## src/rtl/result_buf.sv

```systemverilog
// result_buf: double-buffered (ping-pong) result store.
// Captures NUM parallel words in one cycle into the write bank and streams
// the oldest full bank out serially with a valid/ready handshake.
module result_buf #(
  parameter int DATA_W = 16,
  parameter int NUM    = 8
) (
  input  logic                  clk,
  input  logic                  rst_n,
  input  logic                  save_sop,
  input  logic [NUM*DATA_W-1:0] save_data,
  output logic                  save_ready,
  output logic                  save_ovf,
  input  logic                  rd_sop,
  input  logic                  rd_rdy,
  output logic                  rd_vld,
  output logic [DATA_W-1:0]     rd_data,
  output logic                  rd_eop,
  output logic                  rd_err,
  output logic [1:0]            buf_cnt
);

  localparam int IDX_W = (NUM > 1) ? $clog2(NUM) : 1;
  localparam logic [IDX_W-1:0] LAST_IDX = IDX_W'(NUM - 1);

  typedef enum logic {IDLE, STREAM} state_t;

  state_t            state_reg, state_next;
  logic [IDX_W-1:0]  idx_reg, idx_next;
  logic [1:0]        full_reg, full_next;
  logic              wr_sel_reg, wr_sel_next;
  logic              rd_sel_reg, rd_sel_next;
  logic              save_ovf_reg, save_ovf_next;
  logic              rd_err_reg, rd_err_next;

  logic              fin;
  logic              save_acc;
  logic [NUM*DATA_W-1:0] bank0_flat, bank1_flat;

  // Last word of a set accepted this cycle: frees the read bank.
  assign fin = (state_reg == STREAM) && rd_rdy && (idx_reg == LAST_IDX);

  // A bank is free, or the read bank is being freed right now.
  assign save_ready = ~(full_reg[0] & full_reg[1]) | fin;
  assign save_acc   = save_sop & save_ready;

  // Bank storage: one register pair per word, written only by accepted saves.
  genvar gi;
  generate
    for (gi = 0; gi < NUM; gi++) begin : g_word
      logic [DATA_W-1:0] w0_reg, w1_reg;

      // Capture word gi into whichever bank is currently the write bank.
      always_ff @(posedge clk or negedge rst_n) begin
        if (!rst_n) begin
          w0_reg <= '0;
          w1_reg <= '0;
        end else if (save_acc) begin
          if (wr_sel_reg) w1_reg <= save_data[gi*DATA_W +: DATA_W];
          else            w0_reg <= save_data[gi*DATA_W +: DATA_W];
        end
      end

      assign bank0_flat[gi*DATA_W +: DATA_W] = w0_reg;
      assign bank1_flat[gi*DATA_W +: DATA_W] = w1_reg;
    end
  endgenerate

  // State register for the read FSM, bank bookkeeping and status pulses.
  always_ff @(posedge clk or negedge rst_n) begin
    if (!rst_n) begin
      state_reg    <= IDLE;
      idx_reg      <= '0;
      full_reg     <= 2'b00;
      wr_sel_reg   <= 1'b0;
      rd_sel_reg   <= 1'b0;
      save_ovf_reg <= 1'b0;
      rd_err_reg   <= 1'b0;
    end else begin
      state_reg    <= state_next;
      idx_reg      <= idx_next;
      full_reg     <= full_next;
      wr_sel_reg   <= wr_sel_next;
      rd_sel_reg   <= rd_sel_next;
      save_ovf_reg <= save_ovf_next;
      rd_err_reg   <= rd_err_next;
    end
  end

  // Next-state logic; a save coinciding with fin on the same bank keeps it full
  // because the set is applied after the clear.
  always_comb begin
    state_next    = state_reg;
    idx_next      = idx_reg;
    full_next     = full_reg;
    wr_sel_next   = wr_sel_reg;
    rd_sel_next   = rd_sel_reg;
    save_ovf_next = save_sop & ~save_ready;
    rd_err_next   = 1'b0;

    case (state_reg)
      IDLE: begin
        if (rd_sop) begin
          if (full_reg[rd_sel_reg]) begin
            state_next = STREAM;
            idx_next   = '0;
          end else begin
            rd_err_next = 1'b1;
          end
        end
      end
      STREAM: begin
        if (rd_rdy) begin
          if (idx_reg != LAST_IDX) begin
            idx_next = idx_reg + IDX_W'(1);
          end else begin
            full_next[rd_sel_reg] = 1'b0;
            rd_sel_next           = ~rd_sel_reg;
            state_next            = IDLE;
            idx_next              = '0;
          end
        end
      end
      default: state_next = IDLE;
    endcase

    if (save_acc) begin
      full_next[wr_sel_reg] = 1'b1;
      wr_sel_next           = ~wr_sel_reg;
    end
  end

  // Read-side outputs follow the state directly so a reset drops them at once.
  always_comb begin
    rd_vld  = (state_reg == STREAM);
    rd_eop  = (state_reg == STREAM) && (idx_reg == LAST_IDX);
    rd_data = '0;
    if (state_reg == STREAM) begin
      if (rd_sel_reg) rd_data = bank1_flat[idx_reg*DATA_W +: DATA_W];
      else            rd_data = bank0_flat[idx_reg*DATA_W +: DATA_W];
    end
  end

  assign save_ovf = save_ovf_reg;
  assign rd_err   = rd_err_reg;
  assign buf_cnt  = {1'b0, full_reg[0]} + {1'b0, full_reg[1]};

endmodule
```

## config.mk

```make
export PLATFORM = sky130hd
export DESIGN_NAME = result_buf
export DESIGN_NICKNAME = d
export VERILOG_FILES = /design/src/rtl/result_buf.sv
export SDC_FILE = /design/constraint.sdc
export NUM_CORES = 1
export LEC_CHECK = 0
export CORE_MARGIN = 2
export CORE_UTILIZATION = 52
export CTS_CLUSTER_SIZE = 24
export DETAILED_ROUTE_END_ITERATION = 7
export PLACE_DENSITY = 0.72
export SYNTH_ARGS = -nofsm -noshare
export SYNTH_HDL_FRONTEND = slang
export SYNTH_SLANG_ARGS = --single-unit
```

## constraint.sdc

```tcl
create_clock -name clk -period 2.5 [get_ports clk]
set_clock_uncertainty 0.1 [all_clocks]
set_input_delay 0.5 -clock clk [delete_from_list [all_inputs] [get_ports clk]]
set_output_delay 0.5 -clock clk [all_outputs]
set_load 0.01 [all_outputs]
```

==> summary.txt <==
Yosys
  – Distinct cells, synth: 35
  – Adder-cell area share of the yosys netlist: less than 1%
  – Yosys reg bits: between 200 and 300
  – Yosys top cell area share: a little over half
  – Syn_nets: 980
  – Syn Area/Cell: about 15 sq um
  – Mapped cell area: approximately 0.013 sq mm
  – Post-synthesis sequential area ratio: between 50 and 60%
  – Post-synthesis simple-gate area fraction: under 10%
  – Synth warnings: 0
  – Largest family of logic cells by synthesized area: multiplexers
  – Multiplexer area fraction after synthesis: around 36%
  – Synth Area in Compound Gates: 4.025%
  – Top post-synthesis cells by area: dfrtp_1 52%, mux2_4 13%, mux2_2 13%
  – Number of enable flip-flop cells after synthesis: 0
  – Prevailing post-synth register cell: dfrtp_1
  – XOR/XNOR share of the synthesized area: less than 1%
  – Area leader, netlist: dfrtp_1
  – Synth Instances: ~840
  – Ys async rst share: 100.0%

Floorplanning
  – Chip width: approximately 160 um
  – Core area: 0.02425 sq mm
  – Initial Util: ~53%
  – Row cnt: 57
  – Die Y: about 160 um
  – I/O pin count: ~160
  – Full die area: 0.02584 sq mm

Timing
  – Worst hold margin: just under 400 ps
  – Worst slew pin tran: just under 500 ps
  – RSZ-0062 raised after global routing: true
  – Period minus WS final: approximately 3000 ps
  – Fin. Hold Viols: 0
  – Endpoints failing setup: 16
  – Setup TNS: -5823 ps
  – Slew Viols, Final: 0
  – Slew headroom: about two thirds
  – Max frequency: around 340 MHz
  – Final WS setup: -427.0 ps
  – Fin crit share: 117.1%

Pwr
  – Maximum VDD drop: roughly 0.9 mV
  – Pwr/cell area: roughly 1400 mW/mm^2
  – Static Leak: 7.344 nW

Layout
  – Share of cells above drive strength 1: a little under half
  – Commonest non-fill, non-tap cell in the layout: dfrtp_1
  – Register area: around 0.0067 sq mm
  – Fillers: between 1500 and 2000
  – Most frequent cells in the layout: 264 x dfrtp_1, 145 x mux2_2, 136 x clkdlybuf4s50_1
  – P&R area growth vs syn: 29.19%
  – Total Nets Final: around 1200
  – Multi-input logic area: around 0.006 sq mm

Outcome
  – Failing checks: negative setup slack
  – Run status: finished with violations

Worst setup path
  – FF-to-FF Start: idx_reg[1]
  – Worst EP required: ~1900 ps
  – FF-to-FF End: g_word[4].w0_reg[9]
  – Worst Setup End Kind: primary output
  – Crit path DAT: 2330 ps
  – Crit Path Class: reg -> out
  – CP max FO: 6
  – Critical Path Source: rd_sel_reg
  – Worst reg-to-reg setup slack: 140 ps
  – CP max-delay cell: mux4_2
  – Largest stage delay, worst path: around 530 ps
  – CP cell instances: buf_8, buf_6, mux4_2, o2111ai_4, a21oi_2, buf_2
  – Crit path buf inv count: 3
  – Startpoint Class: register
  – Crit path max-delay family: multiplexers
  – R2R cell count: 8

Route
  – Via density: roughly 5.6
  – ANT nets after route: 0
  – Via count: slightly below 8000
  – Detailed Route Iter0 Violations: slightly below 600
  – DRC viols: 0
  – Pre-antenna DRT Iters: 5
  – Wire per inst: between 20 and 25 um
  – Routed Wire Length: roughly 31 mm

Placed design
  – Place WS: -376.8 ps
  – RePlAce Congestion: just over 0.8
  – Port-buffer cells: ~160
  – DP HPWL: between 20 and 25 mm

CTS
  – Num CTS Buffers: 29
  – Sink Count: about 270
  – CTS Root Cell: clkbuf_16
  – CTS H-Tree Depth: 1
  – Clock latency at the later pin of the worst-skew pair: between 500 and 600 ps
  – CTS clk-pin slew, worst paths: 60 ps
  – CTS tree: done
  – Clock Path Buffers: 3

Hold path
  – HP Class: in -> async

Global route
  – Largest net degree at the start of global routing: between 70 and 80
  – GRT overflow: 0
  – First-pass GRT wire length: 49.31 mm
  – Initial antenna violation count: 3
  – GRT Overall Usage: roughly a quarter
  – Vias in the first global route: around 8500

Job
  – MaxCap Viol Count: 0
==> layout make-up <==
| type | count | share of cell area [%] |
|---|---|---|
| clock buffers | 36 | 4.859 |
| diodes | 1 | 0.01516 |
| clock inverters | 18 | 1.357 |
| inverters | 3 | 0.06822 |
| repair buffers | 233 | 15.00 |
| multi-input cells | 516 | 35.89 |
| well taps | 324 | 2.456 |
| flip-flops and latches | 266 | 40.35 |
==> synthesized netlist by cell type (2+ instances only) <==
cell,n
dfrtp_1,266
mux2_2,145
mux2_4,111
mux2i_1,96
a22oi_1,48
nand2_1,37
mux4_2,16
buf_6,15
buf_4,12
nor2_1,12
buf_12,11
o22ai_1,11
clkbuf_1,10
buf_2,8
o21ai_0,8
nand3_1,6
ha_1,4
nor2b_1,3
o211ai_1,3
and2_1,2
buf_8,2
inv_1,2
nand3_2,2
xnor2_1,2
==> worst max-delay path by stage <==
stage / end / cells after the start / slack [ps]
2_1_floorplan: g_word[5].w0_reg[15] / 8 / 430
3_3_place_gp: rd_data[6] / 6 / -410
3_5_place_dp: rd_data[6] / 6 / -380
4_1_cts: rd_data[0] / 7 / -510
5_1_grt: rd_data[6] / 7 / -510
6_report: rd_data[3] / 6 / -430
==> cells by family (layout without fill, tap and decap cells) <==
| group | Yosys count | after routing |
|---|---|---|
| XOR/XNOR | 2 | 2 |
| adder cells (fa/ha/maj) | 4 | 4 |
| AND/OR/NAND/NOR | 68 | 68 |
| multiplexers | 369 | 369 |
| buffers and inverters | 61 | 290 |
| other | 0 | 1 |
| flip-flops | 266 | 266 |
| AO/OA/AOI/OAI | 73 | 73 |
==> report_power, final <==
group          switching, mW  total, mW  internal, mW
Clock                   1.77       4.56          2.79
Sequential              1.34       7.85          6.52
Combinational           4.92       11.2          6.27
Total                   8.03       23.6          15.6
==> per-layer routing <==
layer | wire length [um] | global-route usage (%) | vias up | share of wire [%]
met5 | 41 | 0 | - | 0.13
met4 | 561 | 4.383 | 6 | 1.8
met3 | 2169 | 6.482 | 41 | 6.9
met2 | 14910 | 40.01 | 217 | 48
met1 | 13680 | 33.97 | 4010 | 44
li1 | - | - | 3503 | -
==> per-stage QoR <==
stage | cells | total power, mW | instance area [sq um] | utilization, %
5_1_grt | 1396 | 24.83 | 16500 | 68.07
4_1_cts | 1398 | 23.45 | 16460 | 67.88
6_report | 1397 | 23.60 | 16510 | 68.08
3_3_place_gp | 1327 | 17.66 | 14920 | 61.53
3_5_place_dp | 1327 | 17.85 | 14920 | 61.53
2_1_floorplan | 843 | 14.22 | 12780 | -
==> timing repair <==
| item | in CTS | in global routing |
|---|---|---|
| pin swaps | 46 | 30 |
| endpoints found under the setup margin | 146 | 18 |
| hold endpoints to repair | 56 | 0 |
| hold buffers | 1 | 0 |
| gates resized for setup | 172 | 22 |
| setup buffers | 15 | 1 |
| cloned | 3 | 1 |
(Power assumes the default switching activity.)
==> variant: new RTL, config.mk and constraints unchanged <==
Reset style: synchronous (`rst_n`), changed in 2 clocked blocks.
--- a/src/rtl/result_buf.sv
+++ b/src/rtl/result_buf.sv
@@ -51,7 +51,7 @@
       logic [DATA_W-1:0] w0_reg, w1_reg;
 
       // Capture word gi into whichever bank is currently the write bank.
-      always_ff @(posedge clk or negedge rst_n) begin
+      always_ff @(posedge clk) begin
         if (!rst_n) begin
           w0_reg <= '0;
           w1_reg <= '0;
@@ -67,7 +67,7 @@
   endgenerate
 
   // State register for the read FSM, bank bookkeeping and status pulses.
-  always_ff @(posedge clk or negedge rst_n) begin
+  always_ff @(posedge clk) begin
     if (!rst_n) begin
       state_reg    <= IDLE;
       idx_reg      <= '0;
Behaviour: differs if rst_n is asserted again (counterexample within 4 cycles, from zero or initial values and one cycle with rst_n low); with rst_n held inactive, the same outputs for 4 cycles.
==> variant against the unedited design <==
- the run still ends with setup timing left
- cell area decreased by 4.3%
- register-to-register slack improved by 90 ps
- synthesized cell count increased by 44%
- area after synthesis decreased by 3.4%
- core utilization decreased by 0.56 points
- sequential cell count unchanged
- wire length increased by 4.5%
- fmax increased by 0.89%
- final cell count increased by 25%
- worst setup slack improved by 26 ps
Power is not compared: it rests on default switching activity, and its combinational part moved more than twofold at a synthesized area within 25%.
==> variant: results (changes against the unedited design) <==
{
  "setup_slack": {"value": -401, "unit": "ps", "change": "was -427 ps"},
  "setup_violations": {"value": 16, "change": "unchanged"},
  "place_area": {"value": 14600, "unit": "um2", "change": "was 14,900 um2"},
  "reg2reg_from": {"value": "idx_reg[1]", "change": "unchanged"},
  "status": {"value": "finished, violations left", "change": "unchanged"},
  "grtUsageTotal": {"value": 26.2, "unit": "%", "change": "was 24.6%"},
  "synth-seq-area-share": {"value": 43.1, "unit": "%", "change": "was 52.1%"},
  "hpwl": {"value": 23800, "unit": "um", "change": "was 21,300 um"},
  "cts_inserted_buffers": {"value": 27, "change": "was 29"},
  "dp_cells": {"value": 1680, "change": "was 1,327"},
  "crit_path_max_fanout": {"value": 7, "change": "was 6"},
  "syn-num-nets": {"value": 1347, "change": "was 980"},
  "gr-usage-met1": {"value": 38.4, "unit": "%", "change": "was 34.0%"},
  "met1Wirelength": {"value": 15500, "unit": "um", "change": "was 13,700 um"},
  "area_delta_synth_final": {"value": 28.0, "unit": "%", "change": "was 29.2%"},
  "violations": {"value": "setup timing", "change": "unchanged"},
  "drt_iter0_markers": {"value": 819, "change": "was 577"},
  "synthTopCellsByCount": {"value": "sky130_fd_sc_hd__nand2_1 (401), sky130_fd_sc_hd__mux2i_1 (306), sky130_fd_sc_hd__dfxtp_1 (266)", "change": "was sky130_fd_sc_hd__dfrtp_1 (266), sky130_fd_sc_hd__mux2_2 (145), sky130_fd_sc_hd__mux2_4 (111)"},
  "layout_cells_excl_fill": {"value": 1751, "change": "was 1,397"},
  "timing.reg2reg.setup_slack": {"value": 230, "unit": "ps", "change": "was 140 ps"},
  "netlist_top_cells_area": {"value": "sky130_fd_sc_hd__dfxtp_1 (43%), sky130_fd_sc_hd__mux2i_1 (25%), sky130_fd_sc_hd__nand2_1 (12%), sky130_fd_sc_hd__mux4_2 (7.7%), sky130_fd_sc_hd__buf_12 (3.4%)", "change": "was sky130_fd_sc_hd__dfrtp_1 (52%), sky130_fd_sc_hd__mux2_4 (13%), sky130_fd_sc_hd__mux2_2 (13%), sky130_fd_sc_hd__mux2i_1 (7.5%), sky130_fd_sc_hd__a22oi_1 (2.8%)"},
  "worst-endpoint-arrival": {"value": 2300, "unit": "ps", "change": "was 2330 ps"},
  "grt_pass1_wl": {"value": 50800, "unit": "um", "change": "was 49,300 um"},
  "sum_of_negative_setup_slack": {"value": -5510, "unit": "ps", "change": "was -5820 ps"},
  "synth.lib_cells_used.distinct": {"value": 34, "change": "was 35"},
  "final.hold.worst_slack": {"value": 262, "unit": "ps", "change": "was 392 ps"},
  "antenna_violations_before_repair": {"value": 0, "change": "was 3"},
  "dpl_worst_slack": {"value": -388, "unit": "ps", "change": "was -377 ps"},
  "grtUsageMet3": {"value": 3.48, "unit": "%", "change": "was 6.48%"},
  "fin_nets": {"value": 1548, "change": "was 1,186"}
}
[variant: worst min-delay path, delay by kind of cell]
family,cells,cell delay (ps)
mux,1,50
simple gates,1,100
buf+inv,1,180
[variant: repair_timing]
action,in CTS,in global routing
setup endpoints to repair,68,18
buffers inserted,20,5
gates resized for setup,122,17
gates cloned,1,1
hold endpoints to repair,0,0
pin swaps,16,13
[variant: area by class of cell]
cell class	instances	area share, %
repair buffers	270	18.1
well taps	319	2.53
clock inverters	12	0.768
multi-input cells	843	39.9
inverters	3	0.0713
flip-flops and latches	266	33.8
clock buffers	38	4.85
[variant: cells by family (layout without fill, tap and decap cells)]
group                    count (synthesis)  in the layout  synth area share [%]
AO/OA/AOI/OAI                           65             65                  3.52
XOR/XNOR                                 1              1                0.0709
adder cells (fa/ha/maj)                  4              4                 0.405
buffers and inverters                  101            323                  7.06
flip-flops                             266            266                  43.1
multiplexers                           349            349                  32.6
AND/OR/NAND/NOR                        424            424                  13.3
